[config.mk]
export PLATFORM = sky130hd
export DESIGN_NAME = term_dispatcher_flat
export DESIGN_NICKNAME = d
export VERILOG_FILES = /design/src/rtl/particle_pkg.sv /design/src/rtl/term_dispatcher_if.sv /design/src/rtl/term_dispatcher_mul.sv /design/src/rtl/term_dispatcher.sv /design/src/flat_wrapper.sv
export SDC_FILE = /design/constraint.sdc
export NUM_CORES = 1
export LEC_CHECK = 0
export CAP_MARGIN = 20
export CELL_PAD_IN_SITES_DETAIL_PLACEMENT = 1
export CELL_PAD_IN_SITES_GLOBAL_PLACEMENT = 1
export CORE_ASPECT_RATIO = 0.5
export CORE_MARGIN = 2
export CORE_UTILIZATION = 40
export CTS_CLUSTER_SIZE = 24
export DETAILED_ROUTE_END_ITERATION = 10
export GPL_ROUTABILITY_DRIVEN = 0
export PLACE_DENSITY_LB_ADDON = 0.1
export SKIP_CTS_REPAIR_TIMING = 1
export SYNTH_ARGS = -nofsm -noshare
export SYNTH_HDL_FRONTEND = slang
export SYNTH_SLANG_ARGS = --single-unit
[constraint.sdc]
create_clock -name clk_in -period 12.7 [get_ports clk_in]
set_clock_uncertainty 0.2 [all_clocks]
set_input_delay 2.54 -clock clk_in [delete_from_list [all_inputs] [get_ports clk_in]]
set_output_delay 2.54 -clock clk_in [all_outputs]
set_load 0.005 [all_outputs]
[src/rtl/particle_pkg.sv]
// Shared particle types: binary16 alias, BRAM word field positions and
// the dispatcher FSM encoding, plus a round-to-nearest-even binary16 multiply.
package particle_pkg;

  typedef logic [15:0] float16_t;

  localparam int WEIGHT_MSB = 31;
  localparam int WEIGHT_LSB = 16;
  localparam int VALUE_MSB  = 15;
  localparam int VALUE_LSB  = 0;

  localparam float16_t FP16_ZERO = 16'h0000;

  typedef enum logic [1:0] {
    ST_IDLE  = 2'd0,
    ST_ISSUE = 2'd1,
    ST_DRAIN = 2'd2,
    ST_ZERO  = 2'd3
  } disp_state_e;

  // Subnormal inputs and results flush to signed zero; NaN results are canonical 0x7E00.
  function automatic float16_t fp16_mul(input float16_t a, input float16_t b);
    logic              sign;
    logic [4:0]        ea;
    logic [4:0]        eb;
    logic              a_zero;
    logic              b_zero;
    logic              a_inf;
    logic              b_inf;
    logic              a_nan;
    logic              b_nan;
    logic [21:0]       prod;
    logic [9:0]        mant;
    logic              guard;
    logic              sticky;
    logic [10:0]       mant_rnd;
    logic signed [7:0] exp_s;
    float16_t          res;

    sign   = a[15] ^ b[15];
    ea     = a[14:10];
    eb     = b[14:10];
    a_zero = (ea == 5'd0);
    b_zero = (eb == 5'd0);
    a_inf  = (ea == 5'h1F) && (a[9:0] == 10'd0);
    b_inf  = (eb == 5'h1F) && (b[9:0] == 10'd0);
    a_nan  = (ea == 5'h1F) && (a[9:0] != 10'd0);
    b_nan  = (eb == 5'h1F) && (b[9:0] != 10'd0);

    prod  = {11'd0, 1'b1, a[9:0]} * {11'd0, 1'b1, b[9:0]};
    exp_s = $signed({3'b000, ea}) + $signed({3'b000, eb}) - 8'sd15;
    if (prod[21]) begin
      mant   = prod[20:11];
      guard  = prod[10];
      sticky = |prod[9:0];
      exp_s  = exp_s + 8'sd1;
    end else begin
      mant   = prod[19:10];
      guard  = prod[9];
      sticky = |prod[8:0];
    end
    mant_rnd = {1'b0, mant} + {10'd0, guard & (sticky | mant[0])};
    if (mant_rnd[10]) exp_s = exp_s + 8'sd1;

    if (a_nan || b_nan || (a_inf && b_zero) || (b_inf && a_zero)) res = 16'h7E00;
    else if (a_inf || b_inf)                                        res = {sign, 5'h1F, 10'd0};
    else if (a_zero || b_zero)                                      res = {sign, 15'd0};
    else if (exp_s >= 8'sd31)                                       res = {sign, 5'h1F, 10'd0};
    else if (exp_s <= 8'sd0)                                        res = {sign, 15'd0};
    else                                                            res = {sign, exp_s[4:0], mant_rnd[9:0]};
    return res;
  endfunction

endpackage

[src/rtl/term_dispatcher_if.sv]
// BRAM read port and accumulator term stream of the term dispatcher.
// master = dispatcher side, slave = BRAM/accumulator side.
interface term_dispatcher_if
  import particle_pkg::*;
#(
  parameter int IDX_W = 6
);
  logic             rd_en_out;
  logic [IDX_W-1:0] rd_addr_out;
  logic [31:0]      rd_data_in;
  float16_t         term_out;
  logic             term_valid_out;
  logic             terms_in_flight_out;

  modport master (
    output rd_en_out, rd_addr_out, term_out, term_valid_out, terms_in_flight_out,
    input  rd_data_in
  );

  modport slave (
    input  rd_en_out, rd_addr_out, term_out, term_valid_out, terms_in_flight_out,
    output rd_data_in
  );
endinterface

[src/rtl/term_dispatcher_mul.sv]
// binary16_multiplier: fully pipelined binary16 product, fixed MUL_LATENCY cycles
// from data_valid_in to data_valid_out.
module binary16_multiplier
  import particle_pkg::*;
#(
  parameter int MUL_LATENCY = 4
) (
  input  logic     clk_in,
  input  logic     rst,
  input  float16_t a,
  input  float16_t b,
  input  logic     data_valid_in,
  output float16_t result,
  output logic     data_valid_out
);

  float16_t               res_q [MUL_LATENCY];
  float16_t               res_d [MUL_LATENCY];
  logic [MUL_LATENCY-1:0] vld_q;
  logic [MUL_LATENCY-1:0] vld_d;

  // Product is formed in the first stage; later stages only carry it.
  always_comb begin
    res_d[0] = data_valid_in ? fp16_mul(a, b) : FP16_ZERO;
    for (int i = 1; i < MUL_LATENCY; i++) res_d[i] = res_q[i-1];
    vld_d = {vld_q[MUL_LATENCY-2:0], data_valid_in};
  end

  always_ff @(posedge clk_in) begin
    if (rst) begin
      vld_q <= '0;
      for (int i = 0; i < MUL_LATENCY; i++) res_q[i] <= FP16_ZERO;
    end else begin
      vld_q <= vld_d;
      for (int i = 0; i < MUL_LATENCY; i++) res_q[i] <= res_d[i];
    end
  end

  assign result         = res_q[MUL_LATENCY-1];
  assign data_valid_out = vld_q[MUL_LATENCY-1];

endmodule

[src/rtl/term_dispatcher.sv]
// Walks neighbour indices of one particle, multiplies weight*value and streams terms.
// Optional build macro SKIP_SELF_EN: skip the main particle's own index.
//
// state    | meaning
// IDLE     | waiting for start_in
// ISSUE    | one BRAM read per cycle, ascending index
// DRAIN    | waiting for outstanding terms to leave the pipeline
// ZERO     | emitting the single 0x0000 term of an empty job
module term_dispatcher
  import particle_pkg::*;
#(
  parameter int  MAX_PARTICLES = 64,
  parameter int  READ_LATENCY  = 2,
  parameter int  MUL_LATENCY   = 4,
  localparam int IDX_W         = $clog2(MAX_PARTICLES)
) (
  input  logic               clk_in,
  input  logic               rst,
  input  logic               start_in,
  input  logic [IDX_W-1:0]   main_index_in,
  input  logic [IDX_W:0]     particle_count_in,
  term_dispatcher_if.master  bus,
  output logic               busy_out,
  output logic               done_out
);

`ifdef SKIP_SELF_EN
  localparam bit SKIP_SELF = 1'b1;
`else
  localparam bit SKIP_SELF = 1'b0;
`endif

  localparam logic [IDX_W:0] ONE_W = {{IDX_W{1'b0}}, 1'b1};

  disp_state_e             state_q, state_d;
  logic [IDX_W-1:0]        j_q, j_d;
  logic [IDX_W-1:0]        main_q, main_d;
  logic [IDX_W:0]          count_q, count_d;
  logic [IDX_W:0]          outst_q, outst_d;
  logic [READ_LATENCY-1:0] rd_vld_q, rd_vld_d;
  float16_t                term_q, term_d;
  logic                    term_vld_q, term_vld_d;

  logic           issue;
  logic           skip_cur;
  logic           skip_next;
  logic [IDX_W:0] addr_w;
  logic [IDX_W:0] addr_inc;
  logic [IDX_W:0] addr_nx_w;
  logic           last_issue;
  logic [IDX_W:0] eff_cnt;
  logic           term_dec;
  logic           pipe_empty;
  float16_t       mul_res;
  logic           mul_vld;

  // A skipped index is jumped over in the same cycle, so issues never bubble.
  assign issue      = (state_q == ST_ISSUE);
  assign skip_cur   = SKIP_SELF && (j_q == main_q);
  assign addr_w     = {1'b0, j_q} + {{IDX_W{1'b0}}, skip_cur};
  assign addr_inc   = addr_w + ONE_W;
  assign skip_next  = SKIP_SELF && (addr_inc == {1'b0, main_q});
  assign addr_nx_w  = addr_inc + {{IDX_W{1'b0}}, skip_next};
  assign last_issue = (addr_nx_w >= count_q);
  assign eff_cnt    = (SKIP_SELF && ({1'b0, main_index_in} < particle_count_in))
                      ? particle_count_in - ONE_W : particle_count_in;

  // The ZERO term never went through a read, so it must not retire an outstanding issue.
  assign term_dec   = term_vld_q && (state_q != ST_ZERO);
  assign pipe_empty = (outst_q == '0) && !term_vld_q && (rd_vld_q == '0);

  binary16_multiplier #(.MUL_LATENCY(MUL_LATENCY)) u_mul (
    .clk_in         (clk_in),
    .rst            (rst),
    .a              (bus.rd_data_in[WEIGHT_MSB:WEIGHT_LSB]),
    .b              (bus.rd_data_in[VALUE_MSB:VALUE_LSB]),
    .data_valid_in  (rd_vld_q[READ_LATENCY-1]),
    .result         (mul_res),
    .data_valid_out (mul_vld)
  );

  always_comb begin
    state_d    = state_q;
    j_d        = j_q;
    main_d     = main_q;
    count_d    = count_q;
    term_d     = mul_vld ? mul_res : FP16_ZERO;
    term_vld_d = mul_vld;
    rd_vld_d   = {rd_vld_q[READ_LATENCY-2:0], issue};

    unique case ({issue, term_dec})
      2'b10:   outst_d = outst_q + ONE_W;
      2'b01:   outst_d = outst_q - ONE_W;
      default: outst_d = outst_q;
    endcase

    unique case (state_q)
      ST_IDLE: begin
        if (start_in) begin
          main_d  = main_index_in;
          count_d = particle_count_in;
          j_d     = '0;
          if (eff_cnt == '0) begin
            state_d    = ST_ZERO;
            term_d     = FP16_ZERO;
            term_vld_d = 1'b1;
          end else begin
            state_d = ST_ISSUE;
          end
        end
      end
      ST_ISSUE: begin
        j_d = addr_nx_w[IDX_W-1:0];
        if (last_issue) state_d = ST_DRAIN;
      end
      ST_ZERO:  state_d = ST_DRAIN;
      ST_DRAIN: if (pipe_empty) state_d = ST_IDLE;
      default:  state_d = ST_IDLE;
    endcase
  end

  always_ff @(posedge clk_in) begin
    if (rst) begin
      state_q    <= ST_IDLE;
      j_q        <= '0;
      main_q     <= '0;
      count_q    <= '0;
      outst_q    <= '0;
      rd_vld_q   <= '0;
      term_q     <= FP16_ZERO;
      term_vld_q <= 1'b0;
    end else begin
      state_q    <= state_d;
      j_q        <= j_d;
      main_q     <= main_d;
      count_q    <= count_d;
      outst_q    <= outst_d;
      rd_vld_q   <= rd_vld_d;
      term_q     <= term_d;
      term_vld_q <= term_vld_d;
    end
  end

  assign bus.rd_en_out           = issue;
  assign bus.rd_addr_out         = issue ? addr_w[IDX_W-1:0] : '0;
  assign bus.term_out            = term_q;
  assign bus.term_valid_out      = term_vld_q;
  assign bus.terms_in_flight_out = issue || (state_q == ST_ZERO) ||
                                   ((state_q == ST_DRAIN) && !pipe_empty);
  assign busy_out                = (state_q != ST_IDLE);
  assign done_out                = (state_q == ST_DRAIN) && pipe_empty;

endmodule

[src/flat_wrapper.sv]
// flat-port wrapper written by rule: the top's interface ports become plain ports
module term_dispatcher_flat import particle_pkg::*;
#(
  parameter int  MAX_PARTICLES = 64,
  parameter int  READ_LATENCY  = 2,
  parameter int  MUL_LATENCY   = 4,
  localparam int IDX_W         = $clog2(MAX_PARTICLES)
)
  (clk_in, rst, start_in, main_index_in, particle_count_in, busy_out, done_out, bus_rd_en_out, bus_rd_addr_out, bus_term_out, bus_term_valid_out, bus_terms_in_flight_out, bus_rd_data_in);
  term_dispatcher_if #(.IDX_W((6))) bus_i ();
  input  logic clk_in;
  input  logic rst;
  input  logic start_in;
  input  logic [IDX_W-1:0] main_index_in;
  input  logic [IDX_W:0] particle_count_in;
  output logic busy_out;
  output logic done_out;
  output wire logic [$bits(bus_i.rd_en_out)-1:0] bus_rd_en_out;
  output wire logic [$bits(bus_i.rd_addr_out)-1:0] bus_rd_addr_out;
  output wire logic [$bits(bus_i.term_out)-1:0] bus_term_out;
  output wire logic [$bits(bus_i.term_valid_out)-1:0] bus_term_valid_out;
  output wire logic [$bits(bus_i.terms_in_flight_out)-1:0] bus_terms_in_flight_out;
  input wire logic [$bits(bus_i.rd_data_in)-1:0] bus_rd_data_in;
  assign bus_rd_en_out = bus_i.rd_en_out;
  assign bus_rd_addr_out = bus_i.rd_addr_out;
  assign bus_term_out = bus_i.term_out;
  assign bus_term_valid_out = bus_i.term_valid_out;
  assign bus_terms_in_flight_out = bus_i.terms_in_flight_out;
  assign bus_i.rd_data_in = bus_rd_data_in;
  term_dispatcher #(.MAX_PARTICLES(MAX_PARTICLES), .READ_LATENCY(READ_LATENCY), .MUL_LATENCY(MUL_LATENCY)) u_core (.clk_in(clk_in), .rst(rst), .start_in(start_in), .main_index_in(main_index_in), .particle_count_in(particle_count_in), .bus(bus_i), .busy_out(busy_out), .done_out(done_out));
endmodule
==> impl_metrics.yaml <==
logic_synthesis:
  syn-num-nets: 1323
  ys_types: 86
  synth_top_family_by_area: "adder cells"
  synth_top_area_share_pct: 22.56
  synth_edf_count: 0
  synthAdderAreaFrac_pct: 27.96
  ys.warnings.count: 0
  synthSimpleGateAreaFrac_pct: 22.58
  async_flop_share_pct: 0
  synth_top_area_cell: "dfxtp_1"
  ys_seq_elements: 109
  syn_avg_cell_area_sq_um: 8.731
  synthTopCellsByArea: "dfxtp_1 (23%), fa_1 (17%), ha_1 (11%)"
  synthCells: 1108
  post_synth_instance_area_sq_mm: 0.009674
  synth_xor_xnor_area_share_pct: 4.126
  synth_compound_area_share_pct: 13.77
  synthMuxAreaShare_pct: 0.7889
  ys.flop_type: "dfxtp_1"
  synth_seq_area_share_pct: 22.56
clocking:
  cts_max_level: 3
  clk_latency_ps: 340
  tritoncts: "built"
  numCtsBuffers: 9
  clk_pin_slew_ps: 70
  cts.path.max_buffers: 2
  cts_sinks: 109
  root_buffer: "clkbuf_16"
min_path:
  worst_hold_path_type: "flop to flop"
  hold_start: "u_core.u_mul.res_q[3][9]"
sta:
  setup_tns_ps: 0
  rsz0062_at_grt: "no"
  worst_slew_pin_slew_ps: 837.1
  fin_crit_sh_pct: 87.69
  final-setup-viol-count: 0
  holdWs_ps: 229.7
  period_needed_ps: 11140
  drv_slew: 0
  hold_viol: 0
  max_freq_mhz: 89.80
  slew_headroom_pct: 43.79
final_layout:
  regArea_sq_mm: 0.002182
  synthToLayoutAreaGrowth_pct: 12.29
  multiInputGateArea_sq_mm: 0.006698
  final_common_cell: "inv_1"
  layout-drive-gt1-share_pct: 5.057
  antenna_cells: 0
  final_nets: 1357
  layout_common_cells: "inv_1 (152), dfxtp_1 (109), nand2_1 (108)"
  fill_cells: 2803
detailed_routing:
  ant_nets: 0
  drc: 0
  first_pass_iters: 4
  wirelength_um: 22980
  vias_per_cell: 5.135
  wl_per_cell_um: 15.72
  dr.first_iter.drc_count: 203
  vias: 7508
setup_path:
  cp_slowest_cell: "clkdlybuf4s50_1"
  crit_path_end_kind: "flop"
  slowest_delay_ps: 680
  startpoint: "bus_rd_data_in[18]"
  critPathArrivalTime_ps: 11180
  path_buf_inv: 6
  cp.required_ps: 12740
  reg2reg_from: "u_core.state_q[1]"
  crit_path_start_kind: "input pin"
  cp_max_fo: 19
  path_class: "input pin to flop"
  cp_top_family: "adder cells"
global_route:
  grt_start_max_net_pins: 79
  grt_pass1_wl_um: 39230
  grt-ovfl-total: 0
  track_usage_pct: 18.74
  antenna_found_initial: 0
  grt_pass1_vias: 7888
die:
  core_sq_mm: 0.02387
  die_h_um: 114.0
  io-pin-count: 75
  start_util_pct: 40.52
  dieArea_sq_mm: 0.02552
  rows: 40
  die_x_um: 223.9
outcome:
  status: "finished clean"
power:
  peakVddDrop_v: 0.0001464
  leakage_nw: 4.843
  p_per_area_mw_per_mm2: 243.3
run:
  drv_cap: 0
placement:
  port_buffers: 68
  hpwl_um: 18820
[layout make-up]
| class | instances | share of cell area [%] |
|---|---|---|
| tap | 315 | 3.628 |
| timing repair buffer | 71 | 6.427 |
| sequential | 109 | 20.09 |
| multi-input combinational | 798 | 61.66 |
| clock inverter | 6 | 0.7141 |
| clock buffer | 10 | 2.200 |
| inverter | 153 | 5.287 |
[sequential cells by signal, summed over array words and instances (netlist names)]
name / count
u_core.count_q: 7
u_core.bus.term_valid_out: 1
u_core.outst_q: 7
u_core.j_q: 6
u_core.u_mul.res_q: 64
u_core.state_q: 2
u_core.rd_vld_q: 2
u_core.u_mul.vld_q: 4
u_core.bus.term_out: 16
[cells in the mapped netlist (all sizes together), types with 13 or more instances]
library cell,count
nor2b,60
xor2,17
nor2,53
and2,73
a21oi,47
nand3,24
nand2,111
ha,85
buf,15
a211oi,13
inv,152
nor3,18
dfxtp,109
nor4,17
a21o,18
clkbuf,33
and3,13
xnor2,26
fa,82
o21ai,22
[routing by layer]
layer | vias up | GRT usage [%] | part of all wire, %
met5 | - | 0 | 0
met4 | 0 | 3.422 | 0.74
met3 | 11 | 1.236 | 2.2
met2 | 88 | 34.49 | 49
met1 | 3688 | 24.60 | 48
li1 | 3721 | - | -
[report_power, final]
group,switching [mW],internal (mW),total (mW)
logic,1.24,0.758,2.00
registers,0.00516,0.350,0.356
clock network,0.125,0.162,0.287
total,1.37,1.27,2.64
[path summary, 6_finish.rpt]
path,depth (start not counted),endpoint,slack [ps]
setup / recovery,27,u_core.u_mul.res_q[0][8],1560
hold / removal,1,u_core.bus.term_out[9],230
setup reg to reg,13,u_core.outst_q[6],9580
hold reg to reg,1,u_core.bus.term_out[9],230
[kinds of logic (layout without fill, tap and decap cells)]
group / count (synthesis) / after routing
compound gates: 175 / 175
buf+inv: 201 / 240
simple gates: 406 / 406
xor+xnor: 44 / 44
fa+ha+maj: 167 / 167
flops: 109 / 109
mux: 6 / 6
[metrics by stage]
stage	power, mW	area (sq um)	std cells	setup WS, ps	util (%)
after detailed placement	2.363	10540	1445	1216	44.15
after CTS	2.666	10860	1461	1562	45.47
after floorplan	1.955	9674	1108	2772	-
after global placement	2.316	10540	1445	1336	44.15
after global routing	2.927	10860	1462	844.3	45.50
final	2.643	10860	1462	1564	45.50
Power figures use the tool's default switching activity.
==> edit 1 (config.mk and constraints unchanged) <==
Re-encode `disp_state_e` (4 states) as one-hot, 4 bits wide.
--- a/src/rtl/particle_pkg.sv
+++ b/src/rtl/particle_pkg.sv
@@ -11,11 +11,11 @@
 
   localparam float16_t FP16_ZERO = 16'h0000;
 
-  typedef enum logic [1:0] {
-    ST_IDLE  = 2'd0,
-    ST_ISSUE = 2'd1,
-    ST_DRAIN = 2'd2,
-    ST_ZERO  = 2'd3
+  typedef enum logic [3:0] {
+    ST_IDLE  = 4'b0001,
+    ST_ISSUE = 4'b0010,
+    ST_DRAIN = 4'b0100,
+    ST_ZERO  = 4'b1000
   } disp_state_e;
 
   // Subnormal inputs and results flush to signed zero; NaN results are canonical 0x7E00.
Function: same outputs for any inputs over 10 cycles, from zero or initial values and one cycle with rst high; not proved beyond that.
==> edit 1 against the unedited design <==
Sequential power shrank 1%. Wire length grew 1.4%. Worst setup slack worse by 0.024 ns. Critical path type unchanged. Sequential cell count increased by 2. Die area increased by 0.20%. Synthesized area rose by 0.21%. Utilization is 0.068 points lower. Clock power down 10%. Via count is 0.13% lower. Total power shrank 2.7%. Largest cell class unchanged. Combinational power down 2%. Final area fell by 0.15%.
==> edit 1: results (changes against the unedited design) <==
INFO  metric run_status = complete, no violations
INFO  metric place_hpwl = 18,800 µm (-0.29%)
INFO  metric area_contributors_post_synth = sky130_fd_sc_hd__dfxtp_1 23%, sky130_fd_sc_hd__fa_1 17%, sky130_fd_sc_hd__ha_1 11%
INFO  metric critical-path-max-stage-delay = 0.82 ns (+0.14 ns)
INFO  metric setup.worst_path.end = u_core.u_mul.res_q[0][9]
INFO  metric regArea = 2220 µm² (+1.8%)
INFO  metric route.met2.wl = 11,000 µm (-1.9%)
INFO  metric syn-mean-instance-area = 8.64 µm² (-1.0%)
INFO  metric layout.nonclk_buf_frac = 0.0658 (+0.00148)
INFO  metric comb.multi_input.count = 810 (+1.5%)
INFO  metric route.met3.wl = 713 µm (+41%)
INFO  metric preCtsSetupSlack = 1.14 ns (-0.0738 ns)
INFO  metric routedLengthMet1 = 11,400 µm (+2.5%)
INFO  metric synth.top_cells.by_count = 150 x sky130_fd_sc_hd__inv_1, 116 x sky130_fd_sc_hd__nand2_1, 111 x sky130_fd_sc_hd__dfxtp_1
INFO  metric data_arrival_critical_path = 11.21 ns (+0.03 ns)
INFO  metric synth.area.mux_share = 0.00891 (+0.00102)
INFO  metric post_synth_fa_ha_maj_area_fraction = 0.279 (-0.000577)
INFO  metric leakage = 4.81 nW (-0.68%)
INFO  metric max-vdd-ir-drop = 159 µV (+8.5%)
INFO  metric syn_inst = 1,122 (+1.3%)
INFO  metric groute.layer.met2.usage = 0.339 (-0.00580)
INFO  metric final_layout_size_suffix_gt1_frac = 0.0457 (-0.00488)
INFO  metric use_met3 = 0.0208 (+0.00842)
INFO  metric grtUsageMet1 = 0.249 (+0.00286)
INFO  metric worstReg2RegStart = u_core.state_q[0]
INFO  metric reg2reg_setup_slack = 9.32 ns (-0.26 ns)
INFO  metric placed_standard_cell_area = 10,600 µm² (+0.30%)
INFO  metric area_share_clock_buf_inv = 0.0248 (-0.00434)
-- edit 1: cell types whose count changed after synthesis, sizes merged, moves of 6 or more --
cell    before  now
a21boi       7    0
a21o        18   12
a21oi       47   55
a311oi       6    0
and2        73   66
nor2        53   60
nor3        18   27
nor4        17   10
o21ai       22   28
xnor2       26   41
xor2        17   11
-- edit 1: power groups by stage --
| stage | Sequential, mW | Combinational, mW | Clock [mW] |
|---|---|---|---|
| after global placement | 0.360 | 1.91 | 0 |
| after detailed placement | 0.361 | 1.95 | 0 |
| after CTS | 0.352 | 1.96 | 0.266 |
| after floorplan | 0.360 | 1.54 | 0 |
| final | 0.352 | 1.96 | 0.257 |
| after global routing | 0.353 | 2.21 | 0.281 |
-- edit 1: worst max-delay path, delay by kind of cell --
| kind | cells | cell delay, ns |
|---|---|---|
| compound gates | 7 | 1.73 |
| fa+ha+maj | 7 | 3.48 |
| buf+inv | 5 | 1.26 |
| simple gates | 10 | 2.15 |
==> edit 2 (config.mk and constraints unchanged) <==
Without the edit above. Build with the macro `SKIP_SELF_EN` defined.
--- a/src/rtl/term_dispatcher.sv
+++ b/src/rtl/term_dispatcher.sv
@@ -6,6 +6,8 @@
 // ISSUE    | one BRAM read per cycle, ascending index
 // DRAIN    | waiting for outstanding terms to leave the pipeline
 // ZERO     | emitting the single 0x0000 term of an empty job
+`define SKIP_SELF_EN
+
 module term_dispatcher
   import particle_pkg::*;
 #(
Behaviour: not the same (a bounded check fails within 4 cycles, from zero or initial values and one cycle with rst high).
==> edit 2 against the unedited design <==
Sequential cell count increased by 6. Synthesized area is 6.3% higher. Count of clock-buffer cells in the layout up 8. Utilization is 1.4 points higher. Critical endpoint is now u_core.u_mul.res_q[0][0]. Highest routed layer unchanged. Total power grew 19%. Wire length rose by 11%. Worst setup slack worse by 0.33 ns. Via count rose by 10%. Sequential power grew 12%. Final area increased by 8.9%. Non-clock buffer count grew 5.
==> edit 2: results (changes against the unedited design) <==
INFO  metric port_buffers = 74 (+8.8%)
INFO  metric worst_pin_slew = 0.926 ns (+0.0886 ns)
INFO  metric run_status = complete, no violations
INFO  metric yosys.area_share.xor_xnor = 0.0622 (+0.0209)
INFO  metric reg2reg_setup_slack = 7.22 ns (-2.36 ns)
INFO  metric pwr.group.combinational = 2.31 mW (+15%)
INFO  metric power.clock.fraction = 0.139 (+0.031)
INFO  metric critical-path-max-stage-delay = 0.79 ns (+0.11 ns)
INFO  metric cts_htree_levels = 4 (+1)
INFO  metric regToRegEndpoint = u_core.state_q[0]
INFO  metric grt_pass1_wl = 43,200 µm (+10%)
INFO  metric synth_compound_gate_area_share = 0.118 (-0.0195)
INFO  metric largest_register_ff_count = 64 (unchanged)
INFO  metric yosysUniqueCellTypes = 77 (-10%)
INFO  metric data_arrival_critical_path = 11.60 ns (+0.42 ns)
INFO  metric tritoncts.num_buffers = 17 (+8)
INFO  metric max-vdd-ir-drop = 137 µV (-6.4%)
INFO  metric synth.top_cells.by_count = 159 x sky130_fd_sc_hd__inv_1, 133 x sky130_fd_sc_hd__nand2_1, 115 x sky130_fd_sc_hd__dfxtp_1
INFO  metric cpMaxStageDelayCell = sky130_fd_sc_hd__xnor2_2
INFO  metric area_contributors_post_synth = sky130_fd_sc_hd__dfxtp_1 22%, sky130_fd_sc_hd__fa_1 16%, sky130_fd_sc_hd__ha_1 12%
INFO  metric worstReg2RegStart = u_core.j_q[4]
INFO  metric leakage = 5.30 nW (+9.5%)
INFO  metric globalRouteTotalUtil = 0.194 (+0.00615)
INFO  metric fin_nets = 1,488 (+9.7%)
INFO  metric setup.worst_path.end = u_core.u_mul.res_q[0][0]
INFO  metric timing.critical_path.fanout_max = 18 (-1)
INFO  metric fill_cells = 2,980 (+6.3%)
INFO  metric num_vias = 8,260 (+10%)
INFO  metric hold_path.startpoint = u_core.u_mul.res_q[3][13]
INFO  metric synth_fp_nets = 1,442 (+9.0%)
INFO  metric total_switching_power = 1.63 mW (+19%)
INFO  metric worstSkewPairLatency = 0.41 ns (+0.07 ns)
INFO  metric min_delay_worst_endpoint = u_core.bus.term_out[13]
INFO  metric clk_pin_slew = 0.05 ns (-0.02 ns)
INFO  metric finalWorstSetupSlack = 1.24 ns (-0.325 ns)
INFO  metric placed_standard_cell_area = 11,300 µm² (+6.9%)
INFO  metric via_count_of_the_first_global_routing_pass = 8,577 (+8.7%)
INFO  metric post_synth_fa_ha_maj_area_fraction = 0.275 (-0.00437)
INFO  metric dr.first_iter.drc_count = 281 (+38%)
INFO  metric place_hpwl = 20,700 µm (+10%)
INFO  metric synth.area.mux_share = 0.0117 (+0.00379)
INFO  metric cell_depth_of_the_worst_min_delay_path = 1 (unchanged)
INFO  metric seq_area_frac_synth = 0.224 (-0.00166)
INFO  metric r2r.worst_path.cells = 23 (+10)
-- edit 2: area by class of cell --
| type | instances | area share |
|---|---|---|
| clock buffers | 18 | 0.0363 |
| well taps | 344 | 0.0364 |
| clock inverters | 14 | 0.0110 |
| multi-input cells | 893 | 0.608 |
| repair buffers | 76 | 0.0635 |
| flip-flops and latches | 115 | 0.195 |
| inverters | 160 | 0.0508 |
-- edit 2: routing by layer --
metal	routed length [µm]	GRT usage	up-vias
met3	705	0.0238	22
met1	12300	0.258	4027
li1	-	-	4097
met4	272	0.0435	0
met2	12200	0.336	114
met5	0	0	-
-- edit 2: per-stage QoR --
stage	util	hold WS (ns)	total power [mW]	instances
finish	0.469	0.224	3.15	1620
floorplan	-	0.206	2.18	1217
CTS	0.469	0.227	3.17	1620
global route	0.469	0.242	3.49	1620
global placement	0.447	0.212	2.66	1588
detailed placement	0.447	0.217	2.71	1588
